### config.mk
export PLATFORM = sky130hd
export DESIGN_NAME = xnor_popcount_threshold_flat
export DESIGN_NICKNAME = d
export VERILOG_FILES = /design/src/rtl/xnor_popcount_threshold_if.sv /design/src/rtl/xnor_popcount_threshold.sv /design/src/flat_wrapper.sv
export SDC_FILE = /design/constraint.sdc
export NUM_CORES = 1
export LEC_CHECK = 0
export ABC_AREA = 1
export ABC_CLOCK_PERIOD_IN_PS = 7300
export CAP_MARGIN = 5
export CORE_MARGIN = 5
export CORE_UTILIZATION = 35
export DETAILED_ROUTE_END_ITERATION = 6
export HOLD_SLACK_MARGIN = 0.02
export PLACE_DENSITY_LB_ADDON = 0.05
export SLEW_MARGIN = 20
export SYNTH_ARGS = -nofsm -noshare
export SYNTH_HDL_FRONTEND = slang
export SYNTH_SLANG_ARGS = --single-unit
### constraint.sdc
create_clock -name ap_clk -period 7.3 [get_ports ap_clk]
set_clock_uncertainty 0.2 [all_clocks]
set_input_delay 0.73 -clock ap_clk [delete_from_list [all_inputs] [get_ports ap_clk]]
set_output_delay 0.73 -clock ap_clk [all_outputs]
set_load 0.01 [all_outputs]
### src/rtl/xnor_popcount_threshold_if.sv
// ---------------------------------------------------------------------------
// xnor_popcount_threshold_if
// Bundles the streaming signals of the XNOR popcount/threshold block.
//   in_V_TDATA   : XNOR product word, SIMD bits
//   in_V_TVALID  : input beat valid
//   in_V_TREADY  : input beat accepted when TVALID && TREADY
//   thr_V        : per-neuron threshold, taken with the first beat
//   out_V_TDATA  : activation bit (acc >= threshold)
//   out_acc      : raw popcount total of the neuron
//   out_V_TVALID : result valid
//   out_V_TREADY : downstream accepts result
//   busy         : work in flight
// master = producer/consumer environment, slave = the threshold block.
// ---------------------------------------------------------------------------
interface xnor_popcount_threshold_if #(
    parameter int SIMD  = 288,
    parameter int ACC_W = 12
);
    logic [SIMD-1:0]  in_V_TDATA;
    logic             in_V_TVALID;
    logic             in_V_TREADY;
    logic [ACC_W-1:0] thr_V;
    logic             out_V_TDATA;
    logic [ACC_W-1:0] out_acc;
    logic             out_V_TVALID;
    logic             out_V_TREADY;
    logic             busy;

    modport master (
        output in_V_TDATA, in_V_TVALID, thr_V, out_V_TREADY,
        input  in_V_TREADY, out_V_TDATA, out_acc, out_V_TVALID, busy
    );

    modport slave (
        input  in_V_TDATA, in_V_TVALID, thr_V, out_V_TREADY,
        output in_V_TREADY, out_V_TDATA, out_acc, out_V_TVALID, busy
    );
endinterface

### src/rtl/xnor_popcount_threshold.sv
// ---------------------------------------------------------------------------
// xnor_popcount_threshold
// Popcounts FOLD XNOR product words of one neuron, accumulates them and
// compares the total against the neuron threshold (unsigned, inclusive).
// Two-stage pipeline: stage 1 registers per-chunk partial popcounts,
// stage 2 sums them into the accumulator and loads the output register.
// A pending, unaccepted result freezes the whole pipeline.
// Ports:
//   ap_clk : clock, rising edge
//   ap_rst : synchronous active-high reset
//   bus    : xnor_popcount_threshold_if.slave (streams, threshold, busy)
// ---------------------------------------------------------------------------
module xnor_popcount_threshold #(
    parameter int SIMD  = 288,
    parameter int FOLD  = 9,
    parameter int CHUNK = 32,
    parameter int ACC_W = 12
) (
    input  logic                         ap_clk,
    input  logic                         ap_rst,
    xnor_popcount_threshold_if.slave     bus
);
    localparam int NCHUNK = (SIMD + CHUNK - 1) / CHUNK;
    localparam int PAD_W  = NCHUNK * CHUNK;
    localparam int PC_W   = $clog2(CHUNK + 1);
    localparam int FC_W   = (FOLD > 1) ? $clog2(FOLD) : 1;

    // Popcount of one CHUNK-wide slice (the tail slice is zero padded).
    function automatic logic [PC_W-1:0] chunk_popcount(input logic [CHUNK-1:0] slice);
        logic [PC_W-1:0] cnt;
        cnt = {PC_W{1'b0}};
        for (int b = 0; b < CHUNK; b++) begin
            cnt = cnt + PC_W'(slice[b]);
        end
        return cnt;
    endfunction

    logic [FC_W-1:0]  fold_cnt_r;
    logic             s1_valid_r;
    logic             s1_first_r;
    logic             s1_last_r;
    logic [PC_W-1:0]  s1_part_r [NCHUNK];
    logic [ACC_W-1:0] thr_q_r;
    logic [ACC_W-1:0] acc_r;
    logic             out_valid_r;
    logic             out_bit_r;
    logic [ACC_W-1:0] out_acc_r;

    logic             en_s;
    logic             accept_s;
    logic             first_s;
    logic             last_s;
    logic [PAD_W-1:0] padded_s;
    logic [PC_W-1:0]  partial_s [NCHUNK];
    logic [ACC_W-1:0] sum_s;
    logic [ACC_W-1:0] acc_next_s;

    // Handshake: the pipeline advances only when the output slot is free or draining.
    always_comb begin
        en_s     = !out_valid_r || bus.out_V_TREADY;
        accept_s = bus.in_V_TVALID && en_s && !ap_rst;
        first_s  = (fold_cnt_r == {FC_W{1'b0}});
        last_s   = (fold_cnt_r == FC_W'(FOLD - 1));
    end

    // Stage-1 combinational partial popcounts of the incoming word.
    always_comb begin
        padded_s = PAD_W'(bus.in_V_TDATA);
        for (int c = 0; c < NCHUNK; c++) begin
            partial_s[c] = chunk_popcount(padded_s[c*CHUNK +: CHUNK]);
        end
    end

    // Stage-2 combinational sum of partials and next accumulator value.
    always_comb begin
        sum_s = {ACC_W{1'b0}};
        for (int c = 0; c < NCHUNK; c++) begin
            sum_s = sum_s + ACC_W'(s1_part_r[c]);
        end
        if (s1_first_r) begin
            acc_next_s = sum_s;
        end else begin
            acc_next_s = acc_r + sum_s;
        end
    end

    // Pipeline state: fold counter, stage-1 registers, accumulator and output register.
    always_ff @(posedge ap_clk) begin
        if (ap_rst) begin
            fold_cnt_r  <= {FC_W{1'b0}};
            s1_valid_r  <= 1'b0;
            s1_first_r  <= 1'b0;
            s1_last_r   <= 1'b0;
            thr_q_r     <= {ACC_W{1'b0}};
            acc_r       <= {ACC_W{1'b0}};
            out_valid_r <= 1'b0;
            out_bit_r   <= 1'b0;
            out_acc_r   <= {ACC_W{1'b0}};
            for (int c = 0; c < NCHUNK; c++) begin
                s1_part_r[c] <= {PC_W{1'b0}};
            end
        end else if (en_s) begin
            if (accept_s) begin
                fold_cnt_r <= last_s ? {FC_W{1'b0}} : fold_cnt_r + FC_W'(1'b1);
                s1_valid_r <= 1'b1;
                s1_first_r <= first_s;
                s1_last_r  <= last_s;
                for (int c = 0; c < NCHUNK; c++) begin
                    s1_part_r[c] <= partial_s[c];
                end
                // Threshold is latched once per neuron; later changes of thr_V are ignored.
                if (first_s) begin
                    thr_q_r <= bus.thr_V;
                end else begin
                    thr_q_r <= thr_q_r;
                end
            end else begin
                s1_valid_r <= 1'b0;
            end

            if (s1_valid_r && s1_last_r) begin
                out_acc_r   <= acc_next_s;
                out_bit_r   <= (acc_next_s >= thr_q_r);
                out_valid_r <= 1'b1;
                acc_r       <= {ACC_W{1'b0}};
            end else begin
                if (s1_valid_r) begin
                    acc_r <= acc_next_s;
                end else begin
                    acc_r <= acc_r;
                end
                // en_s implies the held result (if any) is being taken this edge.
                out_valid_r <= 1'b0;
            end
        end else begin
            fold_cnt_r <= fold_cnt_r;
        end
    end

    assign bus.in_V_TREADY  = en_s && !ap_rst;
    assign bus.out_V_TVALID = out_valid_r;
    assign bus.out_V_TDATA  = out_bit_r;
    assign bus.out_acc      = out_acc_r;
    assign bus.busy         = !ap_rst && ((fold_cnt_r != {FC_W{1'b0}}) || s1_valid_r || out_valid_r);
endmodule

### src/flat_wrapper.sv
// flat-port wrapper written by rule: the top's interface ports become plain ports
module xnor_popcount_threshold_flat 
#(
    parameter int SIMD  = 288,
    parameter int FOLD  = 9,
    parameter int CHUNK = 32,
    parameter int ACC_W = 12
)
  (ap_clk, ap_rst, bus_in_V_TDATA, bus_in_V_TVALID, bus_thr_V, bus_out_V_TREADY, bus_in_V_TREADY, bus_out_V_TDATA, bus_out_acc, bus_out_V_TVALID, bus_busy);
  xnor_popcount_threshold_if #(.SIMD(SIMD), .ACC_W(ACC_W)) bus_i ();
  input  logic ap_clk;
  input  logic ap_rst;
  input wire logic [$bits(bus_i.in_V_TDATA)-1:0] bus_in_V_TDATA;
  input wire logic [$bits(bus_i.in_V_TVALID)-1:0] bus_in_V_TVALID;
  input wire logic [$bits(bus_i.thr_V)-1:0] bus_thr_V;
  input wire logic [$bits(bus_i.out_V_TREADY)-1:0] bus_out_V_TREADY;
  output wire logic [$bits(bus_i.in_V_TREADY)-1:0] bus_in_V_TREADY;
  output wire logic [$bits(bus_i.out_V_TDATA)-1:0] bus_out_V_TDATA;
  output wire logic [$bits(bus_i.out_acc)-1:0] bus_out_acc;
  output wire logic [$bits(bus_i.out_V_TVALID)-1:0] bus_out_V_TVALID;
  output wire logic [$bits(bus_i.busy)-1:0] bus_busy;
  assign bus_i.in_V_TDATA = bus_in_V_TDATA;
  assign bus_i.in_V_TVALID = bus_in_V_TVALID;
  assign bus_i.thr_V = bus_thr_V;
  assign bus_i.out_V_TREADY = bus_out_V_TREADY;
  assign bus_in_V_TREADY = bus_i.in_V_TREADY;
  assign bus_out_V_TDATA = bus_i.out_V_TDATA;
  assign bus_out_acc = bus_i.out_acc;
  assign bus_out_V_TVALID = bus_i.out_V_TVALID;
  assign bus_busy = bus_i.busy;
  xnor_popcount_threshold #(.SIMD(SIMD), .FOLD(FOLD), .CHUNK(CHUNK), .ACC_W(ACC_W)) u_core (.ap_clk(ap_clk), .ap_rst(ap_rst), .bus(bus_i));
endmodule
==> metrics.md, run 1 <==
| Metric | Value |
|---|---|
| Outcome | `finished clean` |
| Core ar. | `0.0376 mm^2` |
| Post-synth top flop | `edfxtp_1` |
| Crit-path max cell delay | `540 ps` |
| Mapped Nets | `2,143` |
| Crit path buf inv count | `6` |
| Achievable Freq | `148 MHz` |
| 1st-pass router iterations | `4` |
| Routed via count | `9,846` |
| Fin. Hold Viols | `0` |
| Clk buf depth | `2` |
| Post-synth ARST share | `0%` |
| Rel. slew slack | `32.3%` |
| Setup Buffers After CTS | `0` |
| DR WL/cell | `13.6 um` |
| Setup-failing EPs final | `0` |
| Seq cells post-synth | `99` |
| Routed Antenna Nets | `0` |
| Initial Util | `35.4%` |
| Worst Tran Pin Value | `1010 ps` |
| CP startpoint kind | `register` |
| NumNets Final | `2,458` |
| Post-Syn Area | `0.0133 mm^2` |
| Most frequent cells in the layout | `529 x inv_1, 319 x clkdlybuf4s50_1, 253 x fa_1, 113 x ha_1, 103 x nand2_1` |
| Worst Hold Class | `register to register` |
| Clk Latency, worst-skew pair | `350 ps` |
| CP Capture Type | `register` |
| Root Driver | `clkbuf_16` |
| Final worst path period share | `92.6%` |
| Avg Vias per Cell | `4.27` |
| Final TNS setup | `0 ps` |
| Max Slew Vio Count | `0` |
| Die height | `205 um` |
| WP data arrival | `6840 ps` |
| RSZ-0062 raised after global routing | `false` |
| First DRT Iteration DRCs | `273` |
| First-pass GRT wire length | `51,600 um` |
| Standard-cell rows | `71` |
| Clock-pin slew on the worst setup and hold paths | `80 ps` |
| Minimum clock period after layout | `6760 ps` |
| Most used cell, CP | `nand2_1` |
| Post-synth EDFFs | `54` |
| GRT Total Usage | `15.3%` |
| Sequential fraction of the synthesis area | `19.0%` |
| H-tree depth | `3` |
| Gate Count Post-Synth | `1,472` |
| Most common cell after layout, fill and taps aside | `inv_1` |
| CP required | `7380 ps` |
| Share of layout cells above drive strength 1 | `2.79%` |
| Cts bufs inserted | `9` |
| Crit path kind | `register to register` |
| Grt total ovfl | `0` |
| CP max stage cell | `fa_1` |
| Number of global-route vias before repair | `10.8k` |
| Crit path max-delay family | `adder cells` |
| Resized Gates After CTS | `0` |
| Total number of yosys warnings | `0` |
| Max-cap violations | `0` |
| TritonCTS clock tree | `yes` |
| Pin count of the biggest net entering global routing | `55` |
| HPWL reported at the end of detailed placement | `28,400 um` |
| Synth cell types | `39` |
| Buffers on Ports | `319` |
| Area delta synth->final | `30.7%` |
| Initial antenna violation count | `4` |
| IO Pins | `320` |
| Die area | `0.0420 mm^2` |
| Remaining DRCs | `0` |
| CTS sink cnt | `99` |
| Largest fanout on the critical path | `5` |
| Avg Cell Area, Syn | `9.03 um^2` |
| WL final | `31,400 um` |
| Hold-fix buffers, CTS | `0` |
| Die width | `205 um` |
| Placer Congestion | `0.847` |
## path summary, 6_finish.rpt
kind	startpoint	slack, ps	cells past startpoint	end
worst max-delay path	u_core.s1_part_r[0][0]$_SDFFCE_PN0P_	540	33	u_core.bus.out_V_TDATA$_SDFFE_PP0P_
worst min-delay path	u_core.thr_q_r[3]$_SDFFE_PP0P_	270	2	u_core.thr_q_r[3]$_SDFFE_PP0P_
worst max register to register	u_core.s1_part_r[0][0]$_SDFFCE_PN0P_	540	33	u_core.bus.out_V_TDATA$_SDFFE_PP0P_
worst min register to register	u_core.thr_q_r[3]$_SDFFE_PP0P_	270	2	u_core.thr_q_r[3]$_SDFFE_PP0P_
## worst min-delay path, cell delays in order (launching register included)
cell and delay (ps):
dfxtp_1 300, inv_1 70, a21oi_1 60
## sequential cells by signal (all words and copies together) (netlist names)
name                     cells
u_core.acc_r                12
u_core.bus.out_V_TDATA       1
u_core.bus.out_V_TVALID      1
u_core.bus.out_acc          12
u_core.fold_cnt_r            4
u_core.s1_first_r            1
u_core.s1_last_r             1
u_core.s1_part_r            54
u_core.s1_valid_r            1
u_core.thr_q_r              12
## stage by stage
step | std cells | hold WS, ps | setup slack, ps | instance area, um^2 | utilization, %
after floorplan | 1472 | 234 | 930 | 13300 | -
after global placement | 2287 | 259 | 495 | 17000 | 45.4
after detailed placement | 2287 | 264 | 481 | 17000 | 45.4
after CTS | 2303 | 275 | 463 | 17300 | 46.1
after global routing | 2304 | 299 | 25.3 | 17400 | 46.2
final | 2307 | 268 | 542 | 17400 | 46.2
## layer usage
metal | up-vias | share of wire (%) | global-route usage (%) | wire length, um
li1 | 4941 | - | - | -
met3 | 20 | 4.8 | 3.13 | 1500
met2 | 169 | 52 | 27.9 | 16400
met4 | 2 | 1.2 | 2.70 | 371
met5 | - | 0.041 | 0 | 13
met1 | 4714 | 42 | 18.9 | 13100
## cells by family after synthesis
| family | synth area share, % |
|---|---|
| xor+xnor | 0.395 |
| fa+ha+maj | 48.8 |
| compound gates | 6.38 |
| flops | 19.0 |
| buf+inv | 15.9 |
| simple gates | 9.49 |
## cell type report
type | instances | area, um^2
clock buffer | 10 | 229
clock inverter | 6 | 60.1
sequential | 99 | 2520
fill | 3652 | 20200
tap | 511 | 639
multi-input combinational | 819 | 8680
inverter | 536 | 2010
timing repair buffer | 322 | 3220
antenna | 4 | 10.0
## synthesized netlist by cell type, types with 2 or more instances
library cell	count	area, um^2
edfxtp_1	54	1620
ha_1	114	1430
o21ai_1	10	50.1
o21ai_0	51	255
clkbuf_1	4	15.0
o21bai_1	3	22.5
xnor2_1	2	17.5
nor2_4	3	33.8
inv_1	529	1990
a21oi_2	3	26.3
inv_2	7	26.3
a21oi_1	73	365
nand2_1	104	390
nand3_1	39	195
dfxtp_1	45	901
xor2_1	4	35.0
nand3_2	2	20.0
nor2_1	103	387
a22oi_1	3	22.5
nand4_1	14	87.6
nor2_2	3	18.8
fa_1	253	5060
buf_4	2	15.0
a31oi_1	10	62.6
buf_6	2	22.5
buf_2	10	50.1
nand2_2	4	25.0
nor3_1	10	50.1
Power of run 1 is not shown: default switching activity piles up to over one toggle a cycle in this logic, so the estimate is an artifact.
==> run 2: changes to the inputs <==
- CORE_UTILIZATION: 35 -> 45
- GPL_TIMING_DRIVEN: not set -> 0
==> run 2 against run 1 <==
  * Global-route usage up 2.8 points
  * Final cell count is 4.8% lower
  * Maximum frequency decreased by 0.58%
==> metrics.md, run 2 (same netlist as run 1, synthesis figures left out) <==
| Metric | Value |
|---|---|
| Buffers on Ports | `318` |
| TritonCTS clock tree | `yes` |
| Clock-pin slew on the worst setup and hold paths | `70 ps` |
| WL final | `29,100 um` |
| Most used cell, CP | `nand2_1` |
| R2R Setup Slk | `500 ps` |
| Initial antenna violation count | `0` |
| NumNets Final | `2,473` |
| 1st-pass router iterations | `5` |
| Filler cells | `2,694` |
| CP Capture Point | `u_core.bus.out_V_TDATA$_SDFFE_PP0P_` |
| Clk buf depth | `2` |
| CTS sink cnt | `99` |
| Path length in cells of the critical path | `33` |
| Reg-to-Reg Start | `u_core.s1_part_r[0][0]$_SDFFCE_PN0P_` |
| Register area | `0.00252 mm^2` |
| Number of global-route vias before repair | `10.7k` |
| Pre-CTS setup slack | `291 ps` |
| Worst Tran Pin Value | `735 ps` |
| Pin count of the biggest net entering global routing | `58` |
| Routed via count | `9,970` |
| Setup-failing EPs final | `0` |
| Cts bufs inserted | `9` |
| Final setup margin | `503 ps` |
| DR WL/cell | `13.3 um` |
| Final worst path period share | `93.1%` |
| Root Driver | `clkbuf_16` |
| CP Capture Type | `register` |
| Post-DP Area | `0.0170 mm^2` |
| Worst reg2reg path endpoint | `u_core.bus.out_V_TDATA$_SDFFE_PP0P_` |
| Core ar. | `0.0294 mm^2` |
| Most common cell after layout, fill and taps aside | `inv_1` |
| Max Slew Vio Count | `0` |
| Largest fanout on the critical path | `5` |
| Share of layout cells above drive strength 1 | `3.93%` |
| H-tree depth | `3` |
| WP data arrival | `6830 ps` |
| Crit path kind | `register to register` |
| Die height | `182 um` |
| Remaining DRCs | `0` |
| Clk Latency, worst-skew pair | `350 ps` |
| CP startpoint kind | `register` |
| Ant diodes | `0` |
| Grt total ovfl | `0` |
| Avg Vias per Cell | `4.54` |
| Die width | `182 um` |
| Worst R2R Path Depth | `33` |
| HPWL reported at the end of detailed placement | `26,300 um` |
| Top reg by flops | `u_core.s1_part_r` |
| Setup crit start | `u_core.s1_part_r[0][0]$_SDFFCE_PN0P_` |
| Crit path buf inv count | `5` |
| Final hold slack | `265 ps` |
| Minimum clock period after layout | `6800 ps` |
| CP required | `7330 ps` |
| Achievable Freq | `147 MHz` |
| CP max stage cell | `fa_1` |
| Rel. slew slack | `51.0%` |
| Area delta synth->final | `30.4%` |
| Max-cap violations | `0` |
| Die area | `0.0331 mm^2` |
| Routed Antenna Nets | `0` |
| Initial Util | `45.2%` |
| Design Area, Final | `0.0173 mm^2` |
| Area occupied by multi-input gates | `0.00873 mm^2` |
| Most frequent cells in the layout | `529 x inv_1, 318 x clkdlybuf4s50_1, 253 x fa_1, 110 x ha_1` |
| Hold-fix buffers, CTS | `0` |
| Max FFs per register | `54` |
| First DRT Iteration DRCs | `334` |
| First-pass GRT wire length | `49,100 um` |
| Placer Congestion | `0.879` |
| Crit path max-delay family | `adder cells` |
| Outcome | `finished clean` |
| Worst Hold Class | `register to register` |
| Crit-path max cell delay | `550 ps` |
| Final TNS setup | `0 ps` |
| IO Pins | `320` |
| GRT Total Usage | `18.1%` |
| Fin. Hold Viols | `0` |
| Standard-cell rows | `63` |
-- run 2: worst register-to-register path, delay by kind of cell (launching register included) --
family	cells	cell delay (ps)
adders and majority gates	9	3610
and+or+nand+nor	13	1270
AOI/OAI and AO/OA	4	490
DFF	1	430
xor gates and xnor gates	2	350
buffers and inverters	5	310
-- run 2: stage by stage --
stage / cells / util [%]
floorplan: 1472 / -
global placement: 2180 / 57.7
detailed placement: 2180 / 57.7
CTS: 2196 / 58.7
global route: 2197 / 59.0
finish: 2197 / 59.0
-- run 2: worst min path at each step --
| stage | startpoint | endpoint | slack (ps) | cells after the start |
|---|---|---|---|---|
| floorplan | u_core.thr_q_r[11]$_SDFFE_PP0P_ | u_core.thr_q_r[11]$_SDFFE_PP0P_ | 230 | 2 |
| global placement | u_core.thr_q_r[3]$_SDFFE_PP0P_ | u_core.thr_q_r[3]$_SDFFE_PP0P_ | 250 | 2 |
| detailed placement | u_core.thr_q_r[8]$_SDFFE_PP0P_ | u_core.thr_q_r[8]$_SDFFE_PP0P_ | 250 | 2 |
| CTS | u_core.thr_q_r[8]$_SDFFE_PP0P_ | u_core.thr_q_r[8]$_SDFFE_PP0P_ | 260 | 2 |
| global route | u_core.thr_q_r[8]$_SDFFE_PP0P_ | u_core.thr_q_r[8]$_SDFFE_PP0P_ | 280 | 2 |
| finish | u_core.thr_q_r[8]$_SDFFE_PP0P_ | u_core.thr_q_r[8]$_SDFFE_PP0P_ | 260 | 2 |
-- run 2: final cells by class --
class	count	share of cell area [%]
buffer	18	0.592
timing repair buffer	319	18.4
multi-input combinational	819	50.3
inverter	536	11.6
clock inverter	4	0.195
clock buffer	12	1.49
sequential	99	14.6
tap	390	2.82
-- run 2: repair_timing --
action | CTS | global route
setup buffers | 0 | 1
setup endpoints to repair | 0 | 1
endpoints found under the hold margin | 0 | 0
gates resized for setup | 0 | 15
-- run 2: per-layer routing --
metal	wire length, um	vias up	global-route usage [%]
li1	-	4972	-
met1	11800	4780	21.8
met2	15400	201	33.4
met3	1670	17	4.31
met4	311	0	2.88
met5	0	-	0
Power of run 2 is left out for the same reason.
==> run 3: changes to the inputs <==
- GPL_TIMING_DRIVEN: 0 -> not set
==> run 3 against run 2 <==
  * Maximum frequency is 0.29% higher
  * Sequential share of layout area is 0.085 points higher
  * Critical path depth is 1 higher
  * Hold slack better by 2.6 ps
  * Worst setup slack better by 20 ps
  * Critical endpoint unchanged
  * Largest cell class unchanged
==> metrics.md, run 3 (same netlist as run 1, synthesis figures left out) <==
| Metric | Value |
|---|---|
| Pin count of the biggest net entering global routing | `57` |
| Cts bufs inserted | `9` |
| Crit path kind | `register to register` |
| Avg Vias per Cell | `4.47` |
| Worst Hold Class | `register to register` |
| Placer Congestion | `0.849` |
| Ant diodes | `0` |
| HPWL reported at the end of detailed placement | `25,800 um` |
| Final setup margin | `522 ps` |
| Most frequent cells in the layout | `529 x inv_1, 319 x clkdlybuf4s50_1, 253 x fa_1, 112 x ha_1, 103 x nand2_1` |
| Routed via count | `9,756` |
| IO Pins | `320` |
| Die height | `182 um` |
| Achievable Freq | `148 MHz` |
| WL final | `28,500 um` |
| Top reg by flops | `u_core.s1_part_r` |
| Worst hold endpoint | `u_core.thr_q_r[5]$_SDFFE_PP0P_` |
| DR WL/cell | `13.1 um` |
| GRT Total Usage | `18.1%` |
| CP max stage cell | `fa_1` |
| Reg-to-Reg Start | `u_core.s1_part_r[0][6]$_SDFFCE_PN0P_` |
| CTS sink cnt | `99` |
| Root Driver | `clkbuf_16` |
| Max Slew Vio Count | `0` |
| Fin. Hold Viols | `0` |
| Outcome | `finished clean` |
| Number of global-route vias before repair | `10.8k` |
| Max FFs per register | `54` |
| Most common cell after layout, fill and taps aside | `inv_1` |
| Pre-CTS setup slack | `384 ps` |
| Max-cap violations | `0` |
| CP startpoint kind | `register` |
| Final worst path period share | `92.8%` |
| Clk Latency, worst-skew pair | `350 ps` |
| Final hold slack | `267 ps` |
| First-pass GRT wire length | `49,600 um` |
| Die width | `182 um` |
| Crit-path max cell delay | `550 ps` |
| Die area | `0.0331 mm^2` |
| CP Capture Type | `register` |
| Worst R2R Path Depth | `34` |
| R2R Setup Slk | `520 ps` |
| H-tree depth | `3` |
| Core ar. | `0.0294 mm^2` |
| TritonCTS clock tree | `yes` |
| Most used cell, CP | `nand2_1` |
| Share of layout cells above drive strength 1 | `2.84%` |
| Rel. slew slack | `42.0%` |
| Area delta synth->final | `29.7%` |
| Hold path depth | `2` |
| Grt total ovfl | `0` |
| NumNets Final | `2,459` |
| Initial antenna violation count | `0` |
| Minimum clock period after layout | `6780 ps` |
| Routed Antenna Nets | `0` |
| First DRT Iteration DRCs | `291` |
| Largest fanout on the critical path | `5` |
| Initial Util | `45.2%` |
| WP data arrival | `6870 ps` |
| Worst Tran Pin Value | `865 ps` |
| Filler cells | `2,667` |
| Remaining DRCs | `0` |
| Worst reg2reg path endpoint | `u_core.bus.out_V_TDATA$_SDFFE_PP0P_` |
| Buffers on Ports | `319` |
| Hold_sp | `u_core.thr_q_r[5]$_SDFFE_PP0P_` |
| Clock-pin slew on the worst setup and hold paths | `80 ps` |
| Setup-failing EPs final | `0` |
| Clk buf depth | `2` |
| 1st-pass router iterations | `4` |
| CP required | `7390 ps` |
| Standard-cell rows | `63` |
-- run 3: changes by cell type in the layout (fill, tap and decap cells not counted), moves of 4 or more --
cell and change:
clkbuf_1 -6, a21oi_2 -4, buf_2 -10, a21oi_1 +4
-- run 3: through the flow --
stage | instance area (um^2) | utilization (%) | setup TNS, ps | instances
2_1_floorplan | 13300 | - | 0 | 1472
3_3_place_gp | 16900 | 57.5 | 0 | 2167
3_5_place_dp | 16900 | 57.5 | 0 | 2167
4_1_cts | 17200 | 58.5 | 0 | 2183
5_1_grt | 17200 | 58.6 | -1.71 | 2183
6_report | 17200 | 58.6 | 0 | 2183
-- run 3: how the worst max path moves through the flow --
stage	startpoint	endpoint	slack, ps	depth (start not counted)
finish	u_core.s1_part_r[0][6]$_SDFFCE_PN0P_	u_core.bus.out_V_TDATA$_SDFFE_PP0P_	520	34
global route	u_core.s1_part_r[0][2]$_SDFFCE_PN0P_	u_core.bus.out_V_TDATA$_SDFFE_PP0P_	-2	36
CTS	u_core.s1_part_r[0][6]$_SDFFCE_PN0P_	u_core.bus.out_V_TDATA$_SDFFE_PP0P_	370	34
detailed placement	u_core.s1_part_r[0][6]$_SDFFCE_PN0P_	u_core.bus.out_V_TDATA$_SDFFE_PP0P_	380	34
global placement	u_core.s1_part_r[0][0]$_SDFFCE_PN0P_	u_core.bus.out_V_TDATA$_SDFFE_PP0P_	480	34
floorplan	u_core.s1_part_r[0][0]$_SDFFCE_PN0P_	u_core.bus.out_V_TDATA$_SDFFE_PP0P_	930	33
-- run 3: layout make-up --
type,count,area (um^2),area share (%)
clock buffers,9,225,1.31
flip-flops and latches,99,2520,14.6
multi-input cells,819,8680,50.4
clock inverters,7,82.6,0.479
well taps,390,488,2.83
inverters,536,2010,11.7
repair buffers,323,3220,18.7
-- run 3: critical path, delay by kind of cell (launching register included) --
kind	cells	cell delay, ps
adder cells (fa/ha/maj)	9	3610
XOR/XNOR	2	320
buffers and inverters	5	310
AO/OA/AOI/OAI	2	340
flip-flops	1	390
AND/OR/NAND/NOR	16	1550
-- run 3: repair_timing --
item | 4_1_cts | 5_1_grt
setup buffers | 0 | 0
hold buffers | 0 | 0
gates resized for setup | 0 | 4
setup endpoints to repair | 0 | 1
-- run 3: per-layer routing --
layer,global-route usage [%],routed length [um],vias to the layer above
li1,-,-,4937
met1,21.7,11600,4611
met2,33.7,15000,196
met3,4.79,1770,12
met4,2.22,155,0
met5,0,0,-
Power of run 3 is left out for the same reason.
